$ cat config.mk
export PLATFORM = sky130hd
export DESIGN_NAME = pb_debouncer
export DESIGN_NICKNAME = d
export VERILOG_FILES = /design/src/rtl/pb_debouncer_pkg.sv /design/src/rtl/pb_debouncer_channel.sv /design/src/rtl/pb_debouncer.sv
export SDC_FILE = /design/constraint.sdc
export NUM_CORES = 1
export LEC_CHECK = 0
export ABC_AREA = 1
export CAP_MARGIN = 15
export CELL_PAD_IN_SITES_DETAIL_PLACEMENT = 1
export CELL_PAD_IN_SITES_GLOBAL_PLACEMENT = 2
export CORE_AREA = 4 4 82 92
export CTS_CLUSTER_SIZE = 12
export DETAILED_ROUTE_END_ITERATION = 16
export DIE_AREA = 0 0 86 96
export HOLD_SLACK_MARGIN = 0.03
export PLACE_DENSITY = 0.86
export SLEW_MARGIN = 20
export SYNTH_ARGS = -nofsm -noshare
export SYNTH_HDL_FRONTEND = slang
export SYNTH_SLANG_ARGS = --single-unit
$ cat constraint.sdc
create_clock -name clk -period 1.98 [get_ports clk]
set_input_delay 0.396 -clock clk [delete_from_list [all_inputs] [get_ports clk]]
set_output_delay 0.396 -clock clk [all_outputs]
set_load 0.01 [all_outputs]
$ cat src/rtl/pb_debouncer_pkg.sv
// Shared types for the pushbutton debouncer: per-channel FSM state encoding
// and the default stability threshold.
package pb_debouncer_pkg;

    typedef enum logic [1:0] {
        IDLE_LOW  = 2'b00,
        WAIT_HIGH = 2'b01,
        IDLE_HIGH = 2'b10,
        WAIT_LOW  = 2'b11
    } db_state_e;

    localparam int DEFAULT_STABLE_CYCLES = 20;

    // Counter width able to hold values up to STABLE_CYCLES.
    function automatic int db_cnt_width(input int stable_cycles);
        return $clog2(stable_cycles + 1);
    endfunction

endpackage

$ cat src/rtl/pb_debouncer_channel.sv
// One debounce channel: two-flop synchronizer, then a stability-count FSM
// that commits a new level after STABLE_CYCLES consecutive enabled samples.
module debounce_channel
    import pb_debouncer_pkg::*;
#(
    parameter int STABLE_CYCLES = DEFAULT_STABLE_CYCLES
) (
    input  logic clk,
    input  logic rst,
    input  logic en,
    input  logic raw,
    output logic level,
    output logic rise,
    output logic fall
);

    localparam int CNT_W = db_cnt_width(STABLE_CYCLES);
    localparam logic [CNT_W-1:0] CNT_ZERO = CNT_W'(0);
    localparam logic [CNT_W-1:0] CNT_ONE  = CNT_W'(1);
    localparam logic [CNT_W-1:0] CNT_LAST = CNT_W'(STABLE_CYCLES - 1);

    logic           sync1_q;
    logic           sync2_q;
    db_state_e      state_q;
    logic [CNT_W-1:0] cnt_q;
    logic           level_q;
    logic           rise_q;
    logic           fall_q;

    // Synchronizer runs every clock, independent of the sample tick.
    always_ff @(posedge clk) begin
        if (!rst) begin
            sync1_q <= 1'b0;
            sync2_q <= 1'b0;
        end else begin
            sync1_q <= raw;
            sync2_q <= sync1_q;
        end
    end

    // Stability FSM; pulses self-clear every clock, state only moves on en.
    always_ff @(posedge clk) begin
        if (!rst) begin
            state_q <= IDLE_LOW;
            cnt_q   <= CNT_ZERO;
            level_q <= 1'b0;
            rise_q  <= 1'b0;
            fall_q  <= 1'b0;
        end else begin
            rise_q <= 1'b0;
            fall_q <= 1'b0;
            if (en) begin
                case (state_q)
                    IDLE_LOW: begin
                        if (sync2_q) begin
                            if (STABLE_CYCLES == 1) begin
                                state_q <= IDLE_HIGH;
                                level_q <= 1'b1;
                                rise_q  <= 1'b1;
                            end else begin
                                state_q <= WAIT_HIGH;
                                cnt_q   <= CNT_ONE;
                            end
                        end
                    end
                    WAIT_HIGH: begin
                        if (!sync2_q) begin
                            state_q <= IDLE_LOW;
                            cnt_q   <= CNT_ZERO;
                        end else if (cnt_q == CNT_LAST) begin
                            state_q <= IDLE_HIGH;
                            cnt_q   <= CNT_ZERO;
                            level_q <= 1'b1;
                            rise_q  <= 1'b1;
                        end else begin
                            cnt_q <= cnt_q + CNT_ONE;
                        end
                    end
                    IDLE_HIGH: begin
                        if (!sync2_q) begin
                            if (STABLE_CYCLES == 1) begin
                                state_q <= IDLE_LOW;
                                level_q <= 1'b0;
                                fall_q  <= 1'b1;
                            end else begin
                                state_q <= WAIT_LOW;
                                cnt_q   <= CNT_ONE;
                            end
                        end
                    end
                    WAIT_LOW: begin
                        if (sync2_q) begin
                            state_q <= IDLE_HIGH;
                            cnt_q   <= CNT_ZERO;
                        end else if (cnt_q == CNT_LAST) begin
                            state_q <= IDLE_LOW;
                            cnt_q   <= CNT_ZERO;
                            level_q <= 1'b0;
                            fall_q  <= 1'b1;
                        end else begin
                            cnt_q <= cnt_q + CNT_ONE;
                        end
                    end
                    default: begin
                        state_q <= IDLE_LOW;
                        cnt_q   <= CNT_ZERO;
                        level_q <= 1'b0;
                    end
                endcase
            end
        end
    end

    assign level = level_q;
    assign rise  = rise_q;
    assign fall  = fall_q;

endmodule

$ cat src/rtl/pb_debouncer.sv
// Pushbutton conditioning front end: Width independent debounce channels
// producing clean levels and single-cycle rise/fall strobes.
module pb_debouncer
    import pb_debouncer_pkg::*;
#(
    parameter int Width         = 4,
    parameter int STABLE_CYCLES = DEFAULT_STABLE_CYCLES
) (
    input  logic             clk,
    input  logic             rst,
    input  logic             en,
    input  logic [Width-1:0] pb_in,
    output logic [Width-1:0] pb_level,
    output logic [Width-1:0] pb_rise,
    output logic [Width-1:0] pb_fall
);

    for (genvar g = 0; g < Width; g++) begin : g_chan
        debounce_channel #(
            .STABLE_CYCLES(STABLE_CYCLES)
        ) u_chan (
            .clk  (clk),
            .rst  (rst),
            .en   (en),
            .raw  (pb_in[g]),
            .level(pb_level[g]),
            .rise (pb_rise[g]),
            .fall (pb_fall[g])
        );
    end

endmodule
==> metrics.log, run 1 <==
INFO  metric fp.dieH = 96 um
INFO  metric cts_made_buffers = 5
INFO  metric maxcap_viol_count = 0
INFO  metric hold_path_startpoint = g_chan[0].u_chan.sync1_q
INFO  metric dpl.cell_count = 402
INFO  metric global_route.overflow_total = 0
INFO  metric floorplan.initialDensity = 34.45%
INFO  metric num-nets-final = 338
INFO  metric worst_hold_slack = 427.4 ps
INFO  metric min_period_over_period = 79.62%
INFO  metric count_of_distinct_cell_types_in_the_synthesized_netlist = 25
INFO  metric cts.root.buffer_cell = sky130_fd_sc_hd__clkbuf_8
INFO  metric yosys_warnings = 0
INFO  metric cp.arrival = 1180 ps
INFO  metric die-area = 8256 um^2
INFO  metric r2r-start = g_chan[1].u_chan.cnt_q[0]
INFO  metric syn_nets = 326
INFO  metric grt_max_degree = 20
INFO  metric drv_slew = 0
INFO  metric synth.ff_latch_count = 48
INFO  metric wire_length_of_the_first_global_routing_pass = 8721 um
INFO  metric final_cells = 410
INFO  metric clk_pin_slew_worst_paths = 90 ps
INFO  metric hold-path-endpoint = g_chan[0].u_chan.sync2_q
INFO  metric cpPeakStageDelay = 540 ps
INFO  metric ys_seq_area_share = 42.55%
INFO  metric antenna_cells_inserted = 0
INFO  metric p_leak = 1.061 nW
INFO  metric cts_resized = 0
INFO  metric crit_family = buffers and inverters
INFO  metric critPathKind = reg -> out
INFO  metric routabilityCongestion = 0.7548
INFO  metric slew_headroom = 70.10%
INFO  metric area_growth_from_synthesis_to_final_layout = 13.35%
INFO  metric core.rowCount = 31
INFO  metric num-fill-cells = 839
INFO  metric placement.io_buffers = 18
INFO  metric post_synth_inst_count = 315
INFO  metric worst_path_cell_chain = clkdlybuf4s50_1
INFO  metric wl = 4898 um
INFO  metric cts_post_setup_buffers_inserted = 0
INFO  metric antenna_violations_before_repair = 0
INFO  metric post-route-drc-count = 0
INFO  metric status = finished, final reports clean
INFO  metric io_pins = 19
INFO  metric average_size_of_a_mapped_cell = 7.170 um^2
INFO  metric critical_path.endpoint_type = primary output
INFO  metric timing.critical_path.required = 1580 ps
INFO  metric worstMarginPinSlew = 448.0 ps
INFO  metric first_global_vias = 1997
INFO  metric cellPowerDensity = 736.7 nW/um^2
INFO  metric clock_path_buffers = 2
INFO  metric wl_per_cell = 11.95 um
INFO  metric critical_path_peak_fanout = 2
INFO  metric finalSetupViolations = 0
INFO  metric p_total = 1.886 mW
INFO  metric holdBufCountCts = 0
INFO  metric antenna_left = 0
INFO  metric worstReg2RegEnd = g_chan[1].u_chan.cnt_q[4]
INFO  metric hpwl_after_detailed_placement = 3823 um
INFO  metric start_kind = flop
INFO  metric fmaxAchievable = 0.6343 GHz
INFO  metric fp.dieW = 86 um
INFO  metric synthesis.area = 2258 um^2
INFO  metric grt_util_all_layers = 13.15%
INFO  metric hp-class = reg -> reg
INFO  metric worst_hold_path.num_cells = 2
INFO  metric drive_gt1_share = 11.28%
INFO  metric timing.reg2reg.setup_slack = 620 ps
INFO  metric depth_of_the_worst_register_to_register_path = 6
INFO  metric timing.final.hold_violations = 0
INFO  metric clk_latency = 300 ps
INFO  metric timing.clock.skew = 6.110 ps
INFO  metric vias_per_cell = 4.729
INFO  metric detail_route.iter0.violations = 23
INFO  metric drt_pre_antenna_iters = 4
INFO  metric design.core.area = 6555 um^2
INFO  metric num_vias = 1939
INFO  metric crit_path_start = g_chan[0].u_chan.level
INFO  metric clock_sinks = 48
INFO  metric cts_max_level = 2
INFO  metric worstPathBufferInverterCount = 1
INFO  metric final.setup.tns = 0 ps
INFO  metric peakVddDrop = 284.7 uV
INFO  metric slowest_cell_on_the_critical_path = sky130_fd_sc_hd__clkdlybuf4s50_1
INFO  metric cts_tree = built
INFO  metric rsz_0062_raised_after_global_routing = false
INFO  metric finalWorstPathRequiredPeriod = 1577 ps
[cells in the mapped netlist (all sizes together)]
master | count | area share [%]
dfxtp | 48 | 43
ha | 4 | 2.2
inv | 39 | 6.6
nand4 | 6 | 1.9
nor4 | 6 | 1.7
clkbuf | 1 | 0.17
nor2 | 39 | 6.6
o21ai | 8 | 1.8
nand2 | 82 | 16
buf | 16 | 5.3
a21oi | 25 | 5.9
and3 | 2 | 0.55
nand3 | 37 | 8.6
nor3 | 2 | 0.44
[worst max-delay path by stage]
stage	endpoint	slack, ps	depth (start not counted)
after floorplan	g_chan[1].u_chan.cnt_q[3]	830	6
after global placement	g_chan[0].u_chan.level	240	8
after detailed placement	g_chan[3].u_chan.level	190	7
after CTS	pb_level[0]	370	1
after global routing	pb_level[0]	340	1
final	pb_level[0]	400	1
[metrics by stage]
step	area (um^2)	utilization [%]	setup WS (ps)
2_1_floorplan	2258	-	830.4
3_3_place_gp	2449	37.35	236.2
3_5_place_dp	2449	37.35	185.8
4_1_cts	2560	39.05	373.0
5_1_grt	2560	39.05	336.5
6_report	2560	39.05	403.5
[registers in the layout, summed over array words and instances, names as in the netlist, named ones only]
register,flops
g_chan.u_chan.cnt_q,20
g_chan.u_chan.sync1_q,4
g_chan.u_chan.rise,4
g_chan.u_chan.state_q,4
g_chan.u_chan.sync2_q,4
g_chan.u_chan.level,4
g_chan.u_chan.fall,4
[where the power goes]
group          total (mW)  internal [mW]  leakage (nW)  switching (mW)
clock               0.727          0.374        0.0541           0.352
sequential           1.01          0.987         0.389          0.0212
combinational       0.151         0.0555         0.618          0.0957
[cells in the final DEF, fill, tap and decap left out]
cell type and instances:
sky130_fd_sc_hd__inv_1 37, sky130_fd_sc_hd__nand2_2 16, sky130_fd_sc_hd__nor3_1 2, sky130_fd_sc_hd__clkinv_2 1, sky130_fd_sc_hd__nand3_2 2, sky130_fd_sc_hd__nand2_1 65
sky130_fd_sc_hd__clkbuf_8 5, sky130_fd_sc_hd__nand3_1 35, sky130_fd_sc_hd__a21oi_1 23, sky130_fd_sc_hd__a21oi_2 2, sky130_fd_sc_hd__nand2_4 1, sky130_fd_sc_hd__nor2_2 1
sky130_fd_sc_hd__nor2_1 38, sky130_fd_sc_hd__and3_1 2, sky130_fd_sc_hd__nor4_1 6, sky130_fd_sc_hd__inv_4 1, sky130_fd_sc_hd__nand4_1 5, sky130_fd_sc_hd__dfxtp_1 48
sky130_fd_sc_hd__clkinvlp_4 1, sky130_fd_sc_hd__ha_1 4, sky130_fd_sc_hd__nand4_2 1, sky130_fd_sc_hd__clkdlybuf4s50_1 18, sky130_fd_sc_hd__o21ai_1 1, sky130_fd_sc_hd__inv_2 1
sky130_fd_sc_hd__buf_4 4, sky130_fd_sc_hd__bufinv_16 1, sky130_fd_sc_hd__o21ai_0 7
[final cells by class]
| cell class | count | area [um^2] | share of cell area [%] |
|---|---|---|---|
| Multi-Input combinational cell | 211 | 1026 | 40.08 |
| Sequential cell | 48 | 960.9 | 37.54 |
| Timing Repair Buffer | 22 | 210.2 | 8.211 |
| Inverter | 39 | 148.9 | 5.816 |
| Tap cell | 82 | 102.6 | 4.008 |
| Clock buffer | 5 | 68.82 | 2.688 |
| Clock inverter | 3 | 42.54 | 1.662 |
[per-layer routing]
layer / routed length [um] / share of wire (%) / track usage (%) / up-vias
li1: - / - / - / 1022
met3: 115 / 2.3 / 2.568 / 6
met1: 2220 / 45 / 15.05 / 895
met2: 2477 / 51 / 24.16 / 16
met4: 85 / 1.7 / 4.749 / 0
met5: 0 / 0 / 0 / -
[cell families (layout without fill, tap and decap cells)]
| family | count (synthesis) | after routing | synth area share [%] |
|---|---|---|---|
| fa+ha+maj | 4 | 4 | 2.216 |
| flops | 48 | 48 | 42.55 |
| buf+inv | 56 | 69 | 12.02 |
| simple gates | 174 | 174 | 35.57 |
| compound gates | 33 | 33 | 7.645 |
No activity file was read; power rests on OpenSTA's default activity.
==> run 2, diff against run 1 <==
--- a/config.mk
+++ b/config.mk
@@ -9,12 +9,12 @@
 export CAP_MARGIN = 15
 export CELL_PAD_IN_SITES_DETAIL_PLACEMENT = 1
 export CELL_PAD_IN_SITES_GLOBAL_PLACEMENT = 2
-export CORE_AREA = 4 4 82 92
+export CORE_AREA = 4 4 86 96
 export CTS_CLUSTER_SIZE = 12
 export DETAILED_ROUTE_END_ITERATION = 16
-export DIE_AREA = 0 0 86 96
+export DIE_AREA = 0 0 90 100
 export HOLD_SLACK_MARGIN = 0.03
-export PLACE_DENSITY = 0.86
+export PLACE_DENSITY = 0.8
 export SLEW_MARGIN = 20
 export SYNTH_ARGS = -nofsm -noshare
 export SYNTH_HDL_FRONTEND = slang
==> constraint.sdc (replaced) <==
create_clock -name clk -period 1.5 [get_ports clk]
set_input_delay 0.3 -clock clk [delete_from_list [all_inputs] [get_ports clk]]
set_output_delay 0.3 -clock clk [all_outputs]
set_load 0.01 [all_outputs]
==> run 2 against run 1 <==
Clock-buffer cell count increased by 2. Power up 36%. Largest power group unchanged. Sequential power increased by 32%.
==> metrics.log, run 2 (same netlist as run 1, synthesis figures left out) <==
INFO  metric critical_path_peak_fanout = 1 (-1)
INFO  metric cell_internal_pwr = 1.974 mW (+39%)
INFO  metric routabilityCongestion = 0.7695 (+1.9%)
INFO  metric fp.dieW = 90 um (+4.7%)
INFO  metric antenna_left = 0 (unchanged)
INFO  metric worst_path_cell_chain = clkdlybuf4s50_1
INFO  metric final.setup.tns = 0 ps (unchanged)
INFO  metric p_total = 2.571 mW (+36%)
INFO  metric global_route.overflow_total = 0 (unchanged)
INFO  metric critical_path.endpoint_type = primary output
INFO  metric cp.arrival = 1150 ps (-30 ps)
INFO  metric hp-class = reg -> reg
INFO  metric clock_path_buffers = 2 (unchanged)
INFO  metric crit_family = buffers and inverters
INFO  metric worstMarginPinSlew = 305.8 ps (-142.2 ps)
INFO  metric finalWorstPathRequiredPeriod = 1448 ps
INFO  metric maxcap_viol_count = 0 (unchanged)
INFO  metric switching_share = 23.19% (-1.7 points)
INFO  metric cts_post_setup_buffers_inserted = 0 (unchanged)
INFO  metric design_area = 2669 um^2 (+4.3%)
INFO  metric fmaxAchievable = 0.6905 GHz
INFO  metric final_common_cell = sky130_fd_sc_hd__nand2_1
INFO  metric post-route-util = 36.52% (-2.5 points)
INFO  metric die-area = 9000 um^2 (+9.0%)
INFO  metric detail_route.iter0.violations = 47 (+100%)
INFO  metric worst_hold_slack = 411.2 ps (-16.22 ps)
INFO  metric final_cells = 422 (+2.9%)
INFO  metric wire_length_of_the_first_global_routing_pass = 8887 um (+1.9%)
INFO  metric multiInputGateArea = 1026 um^2 (unchanged)
INFO  metric wl = 4995 um (+2.0%)
INFO  metric netSwitchingPower = 596.2 uW (+27%)
INFO  metric post-route-drc-count = 0 (unchanged)
INFO  metric num-fill-cells = 928 (+11%)
INFO  metric slowest_cell_on_the_critical_path = sky130_fd_sc_hd__clkdlybuf4s50_1
INFO  metric cts_max_level = 2 (unchanged)
INFO  metric drt_pre_antenna_iters = 4 (unchanged)
INFO  metric cts_made_buffers = 5 (unchanged)
INFO  metric clock_sinks = 48 (unchanged)
INFO  metric place_worst_setup_slack = -180.1 ps (-365.9 ps)
INFO  metric io_pins = 19 (unchanged)
INFO  metric cts.root.buffer_cell = sky130_fd_sc_hd__clkbuf_8
INFO  metric cellPowerDensity = 963.2 nW/um^2 (+31%)
INFO  metric grt_max_degree = 15 (-25%)
INFO  metric rsz_0062_raised_after_global_routing = false
INFO  metric wl_per_cell = 11.84 um (-0.92%)
INFO  metric start_kind = flop
INFO  metric grt_util_all_layers = 11.92% (-1.2 points)
INFO  metric largest_register = g_chan.u_chan.cnt_q
INFO  metric core.rowCount = 33 (+6.5%)
INFO  metric use_met2 = 20.63% (-3.5 points)
INFO  metric finalSetupViolations = 0 (unchanged)
INFO  metric most-common-layout-cells = sky130_fd_sc_hd__nand2_1 (65), sky130_fd_sc_hd__dfxtp_1 (48), sky130_fd_sc_hd__nor2_1 (38), sky130_fd_sc_hd__inv_1 (37), sky130_fd_sc_hd__nand3_1 (35)
INFO  metric worstPathBufferInverterCount = 1 (unchanged)
INFO  metric drive_gt1_share = 13.13% (+1.9 points)
INFO  metric timing.critical_path.required = 1200 ps (-380 ps)
INFO  metric area_growth_from_synthesis_to_final_layout = 18.17%
INFO  metric timing.final.hold_violations = 0 (unchanged)
INFO  metric first_global_vias = 2013 (+0.80%)
INFO  metric timing.final.ws_setup = 51.88 ps (-351.6 ps)
INFO  metric antenna_violations_before_repair = 0 (unchanged)
INFO  metric cts_tree = built
INFO  metric power.share.sequential = 51.7% (-1.8 points)
INFO  metric placement.io_buffers = 18 (unchanged)
INFO  metric antenna_cells_inserted = 0 (unchanged)
INFO  metric floorplan.initialDensity = 30.90% (-3.6 points)
INFO  metric pwr-share-comb = 8.3% (+0.3 points)
INFO  metric design.core.area = 7308 um^2 (+11%)
INFO  metric drv_slew = 0 (unchanged)
INFO  metric p_leak = 1.277 nW (+20%)
INFO  metric cpPeakStageDelay = 530 ps (about the same)
INFO  metric ff_latch_area = 960.9 um^2 (unchanged)
INFO  metric vias_per_cell = 4.730 (about the same)
INFO  metric critPathKind = reg -> out
INFO  metric flip_flop_count_of_the_largest_register_all_copies_and_words_added = 20 (unchanged)
INFO  metric num_vias = 1996 (+2.9%)
INFO  metric p_clk_share = 40.0% (+1.5 points)
INFO  metric status = finished, final reports clean
INFO  metric dpl.cell_count = 414 (+3.0%)
INFO  metric timing.clock.skew = 8.932 ps (+2.822 ps)
INFO  metric num-nets-final = 345 (+2.1%)
INFO  metric busiest_layer = met2
INFO  metric placed_cell_area = 2520 um^2 (+2.9%)
INFO  metric peakVddDrop = 308.7 uV (+8.4%)
INFO  metric globalRouteMet3Util = 2.324% (-0.24 points)
INFO  metric met1_demand_to_capacity_share_in_global_routing = 14.50% (-0.54 points)
INFO  metric clk_latency = 300 ps (about the same)
INFO  metric hpwl_after_detailed_placement = 3821 um (about the same)
INFO  metric slew_headroom = 79.59% (+9.5 points)
INFO  metric fp.dieH = 100 um (+4.2%)
INFO  metric min_period_over_period = 96.54%
INFO  metric clk_pin_slew_worst_paths = 90 ps (about the same)
run 2: cell types whose count changed in the layout (fill, tap and decap cells not counted):
cell                              before  now
sky130_fd_sc_hd__buf_12                0    1
sky130_fd_sc_hd__buf_4                 4   10
sky130_fd_sc_hd__clkinv_2              1    0
sky130_fd_sc_hd__clkdlybuf4s50_1      18    9
sky130_fd_sc_hd__clkinvlp_4            1    0
sky130_fd_sc_hd__dlymetal6s2s_1        0    9
sky130_fd_sc_hd__clkbuf_8              5    7
run 2: area by class of cell:
class | instances | share of cell area, %
Timing Repair Buffer | 29 | 11.16
Clock buffer | 7 | 3.610
Clock inverter | 1 | 1.125
Inverter | 39 | 5.579
Multi-Input combinational cell | 211 | 38.44
Sequential cell | 48 | 36.01
Tap cell | 87 | 4.079
run 2: timing repair:
item | in CTS | in global routing
hold buffers | 0 | 0
setup endpoints to repair | 0 | 9
resized for setup | 0 | 9
run 2: power groups by stage:
stage	Combinational (mW)	Clock (mW)	Sequential (mW)
global route	0.246	1.12	1.34
CTS	0.218	1.07	1.33
global placement	0.213	0	1.36
detailed placement	0.217	0	1.36
finish	0.213	1.03	1.33
floorplan	0.147	0	1.35
run 2: path summary, 6_finish.rpt:
| check | slack [ps] | depth (start not counted) | startpoint | endpoint |
|---|---|---|---|---|
| worst min-delay path | 410 | 2 | g_chan[1].u_chan.sync1_q | g_chan[1].u_chan.sync2_q |
| worst max register to register | 170 | 6 | g_chan[1].u_chan.cnt_q[0] | g_chan[1].u_chan.cnt_q[4] |
| worst min register to register | 410 | 2 | g_chan[1].u_chan.sync1_q | g_chan[1].u_chan.sync2_q |
| worst max-delay path | 50 | 1 | g_chan[2].u_chan.rise | pb_rise[2] |
run 2: metal layers:
| layer | wire (um) | up-vias |
|---|---|---|
| met2 | 2360 | 16 |
| met5 | 0 | - |
| met3 | 92 | 9 |
| li1 | - | 1040 |
| met4 | 102 | 0 |
| met1 | 2440 | 931 |
==> run 3, diff against run 2 <==
--- a/config.mk
+++ b/config.mk
@@ -15,6 +15,7 @@
 export DIE_AREA = 0 0 90 100
 export HOLD_SLACK_MARGIN = 0.03
 export PLACE_DENSITY = 0.8
+export RECOVER_POWER = 100
 export SLEW_MARGIN = 20
 export SYNTH_ARGS = -nofsm -noshare
 export SYNTH_HDL_FRONTEND = slang
==> run 3 against run 2 <==
Setup slack about the same. Flip-flop and latch count unchanged. Sequential power hardly changed. Maximum frequency about the same. First-iteration DRC count is 6.4% lower. Final area shrank 1.7%. Clock-buffer cell count did not move. Sequential share of layout area rose by 0.64 points.
==> metrics.log, run 3 (same netlist as run 1, synthesis figures left out) <==
INFO  metric status = finished, final reports clean
INFO  metric holdBufCountCts = 0 (unchanged)
INFO  metric final_cells = 422 (unchanged)
INFO  metric slew_headroom = 78.50% (-1.1 points)
INFO  metric timing.clock.skew = 9.095 ps (+0.1629 ps)
INFO  metric grt_max_degree = 15 (unchanged)
INFO  metric drive_gt1_share = 11.94% (-1.2 points)
INFO  metric critPathKind = reg -> out
INFO  metric placement.io_buffers = 18 (unchanged)
INFO  metric most-common-layout-cells = sky130_fd_sc_hd__nand2_1 (68), sky130_fd_sc_hd__dfxtp_1 (48), sky130_fd_sc_hd__nor2_1 (38), sky130_fd_sc_hd__inv_1 (37), sky130_fd_sc_hd__nand3_1 (36)
INFO  metric clk_pin_slew_worst_paths = 90 ps (about the same)
INFO  metric clock_sinks = 48 (unchanged)
INFO  metric slowest_cell_on_the_critical_path = sky130_fd_sc_hd__clkdlybuf4s50_1
INFO  metric worst_hold_slack = 411.7 ps (+0.4890 ps)
INFO  metric place_worst_setup_slack = -180.1 ps (unchanged)
INFO  metric post-route-util = 35.88% (-0.63 points)
INFO  metric cts_max_level = 2 (unchanged)
INFO  metric worst_path_cell_chain = clkdlybuf4s50_1
INFO  metric maxcap_viol_count = 0 (unchanged)
INFO  metric cts.root.buffer_cell = sky130_fd_sc_hd__clkbuf_8
INFO  metric wire_length_of_the_first_global_routing_pass = 8887 um (unchanged)
INFO  metric cellPowerDensity = 978.1 nW/um^2 (+1.5%)
INFO  metric crit_family = buffers and inverters
INFO  metric num-nets-final = 345 (unchanged)
INFO  metric peakVddDrop = 308.5 uV (about the same)
INFO  metric min_period_over_period = 96.55% (about the same)
INFO  metric clock_path_buffers = 2 (unchanged)
INFO  metric final_common_cell = sky130_fd_sc_hd__nand2_1
INFO  metric antenna_cells_inserted = 0 (unchanged)
INFO  metric cts_made_buffers = 5 (unchanged)
INFO  metric cp.arrival = 1150 ps (about the same)
INFO  metric critical_path.endpoint_type = primary output
INFO  metric hpwl_after_detailed_placement = 3821 um (unchanged)
INFO  metric wl_per_cell = 11.81 um (-0.26%)
INFO  metric critical_path_peak_fanout = 1 (unchanged)
INFO  metric ff_latch_area = 960.9 um^2 (unchanged)
INFO  metric timing.final.hold_violations = 0 (unchanged)
INFO  metric p_total = 2.565 mW (-0.22%)
INFO  metric dpl.cell_count = 414 (unchanged)
INFO  metric cpPeakStageDelay = 530 ps (about the same)
INFO  metric vias_per_cell = 4.694 (-0.75%)
INFO  metric num-fill-cells = 934 (+0.65%)
INFO  metric worstMarginPinSlew = 322.6 ps (+16.71 ps)
INFO  metric wl = 4982 um (-0.26%)
INFO  metric floorplan.initialDensity = 30.90% (unchanged)
INFO  metric drv_slew = 0 (unchanged)
INFO  metric die-area = 9000 um^2 (unchanged)
INFO  metric clk_latency = 300 ps (about the same)
INFO  metric global_route.overflow_total = 0 (unchanged)
INFO  metric drt_pre_antenna_iters = 4 (unchanged)
INFO  metric timing.final.ws_setup = 51.68 ps (-0.2001 ps)
INFO  metric start_kind = flop
INFO  metric detail_route.iter0.violations = 44 (-6.4%)
INFO  metric fmaxAchievable = 0.6905 GHz (about the same)
INFO  metric flip_flop_count_of_the_largest_register_all_copies_and_words_added = 20 (unchanged)
INFO  metric hp-class = reg -> reg
INFO  metric worstPathBufferInverterCount = 1 (unchanged)
INFO  metric routabilityCongestion = 0.7695 (unchanged)
INFO  metric antenna_violations_before_repair = 0 (unchanged)
INFO  metric antenna_left = 0 (unchanged)
INFO  metric design.core.area = 7308 um^2 (unchanged)
INFO  metric fp.dieH = 100 um (unchanged)
INFO  metric io_pins = 19 (unchanged)
INFO  metric timing.critical_path.required = 1200 ps (about the same)
INFO  metric core.rowCount = 33 (unchanged)
INFO  metric finalSetupViolations = 0 (unchanged)
INFO  metric area_growth_from_synthesis_to_final_layout = 16.12%
INFO  metric first_global_vias = 2013 (unchanged)
INFO  metric finalWorstPathRequiredPeriod = 1448 ps (+0.2001 ps)
INFO  metric rsz_0062_raised_after_global_routing = false
INFO  metric num_vias = 1981 (-0.75%)
INFO  metric post-route-drc-count = 0 (unchanged)
INFO  metric multiInputGateArea = 1013 um^2 (-1.2%)
INFO  metric largest_register = g_chan.u_chan.cnt_q
INFO  metric grt_util_all_layers = 11.92% (unchanged)
INFO  metric cts_tree = built
INFO  metric p_leak = 1.101 nW (-14%)
INFO  metric fp.dieW = 90 um (unchanged)
[run 3: through the flow]
stage | TNS, ps | area [um^2]
floorplan | 0 | 2258
finish | 0 | 2623
global placement | -2227 | 2520
global route | 0 | 2623
detailed placement | -3407 | 2520
CTS | 0 | 2646
[run 3: area by class of cell]
cell class              instances  share of cell area [%]
multi-input cells             211                   38.64
flip-flops and latches         48                   36.64
repair buffers                 29                   10.07
inverters                      39                   5.677
well taps                      87                   4.151
clock buffers                   7                   3.674
clock inverters                 1                   1.145
[run 3: layer usage]
metal,track usage [%],part of all wire [%],vias up
li1,-,-,1038
met2,20.63,47,20
met4,5.065,2.0,0
met3,2.324,2.1,9
met1,14.50,49,914
met5,0,0,-
[run 3: final timing paths]
path / from / end / slack (ps) / cells after the start
max: g_chan[2].u_chan.rise / pb_rise[2] / 50 / 1
min: g_chan[1].u_chan.sync1_q / g_chan[1].u_chan.sync2_q / 410 / 2
max reg2reg: g_chan[1].u_chan.cnt_q[0] / g_chan[1].u_chan.cnt_q[4] / 160 / 6
min reg2reg: g_chan[1].u_chan.sync1_q / g_chan[1].u_chan.sync2_q / 410 / 2
[run 3: timing repair]
item	CTS	global route
gates resized for setup	0	9
endpoints found under the setup margin	0	9
setup buffers	0	0
[run 3: where the power goes]
group | switching (mW) | internal [mW]
registers | 0.0263 | 1.30
clock network | 0.440 | 0.589
logic | 0.128 | 0.0794
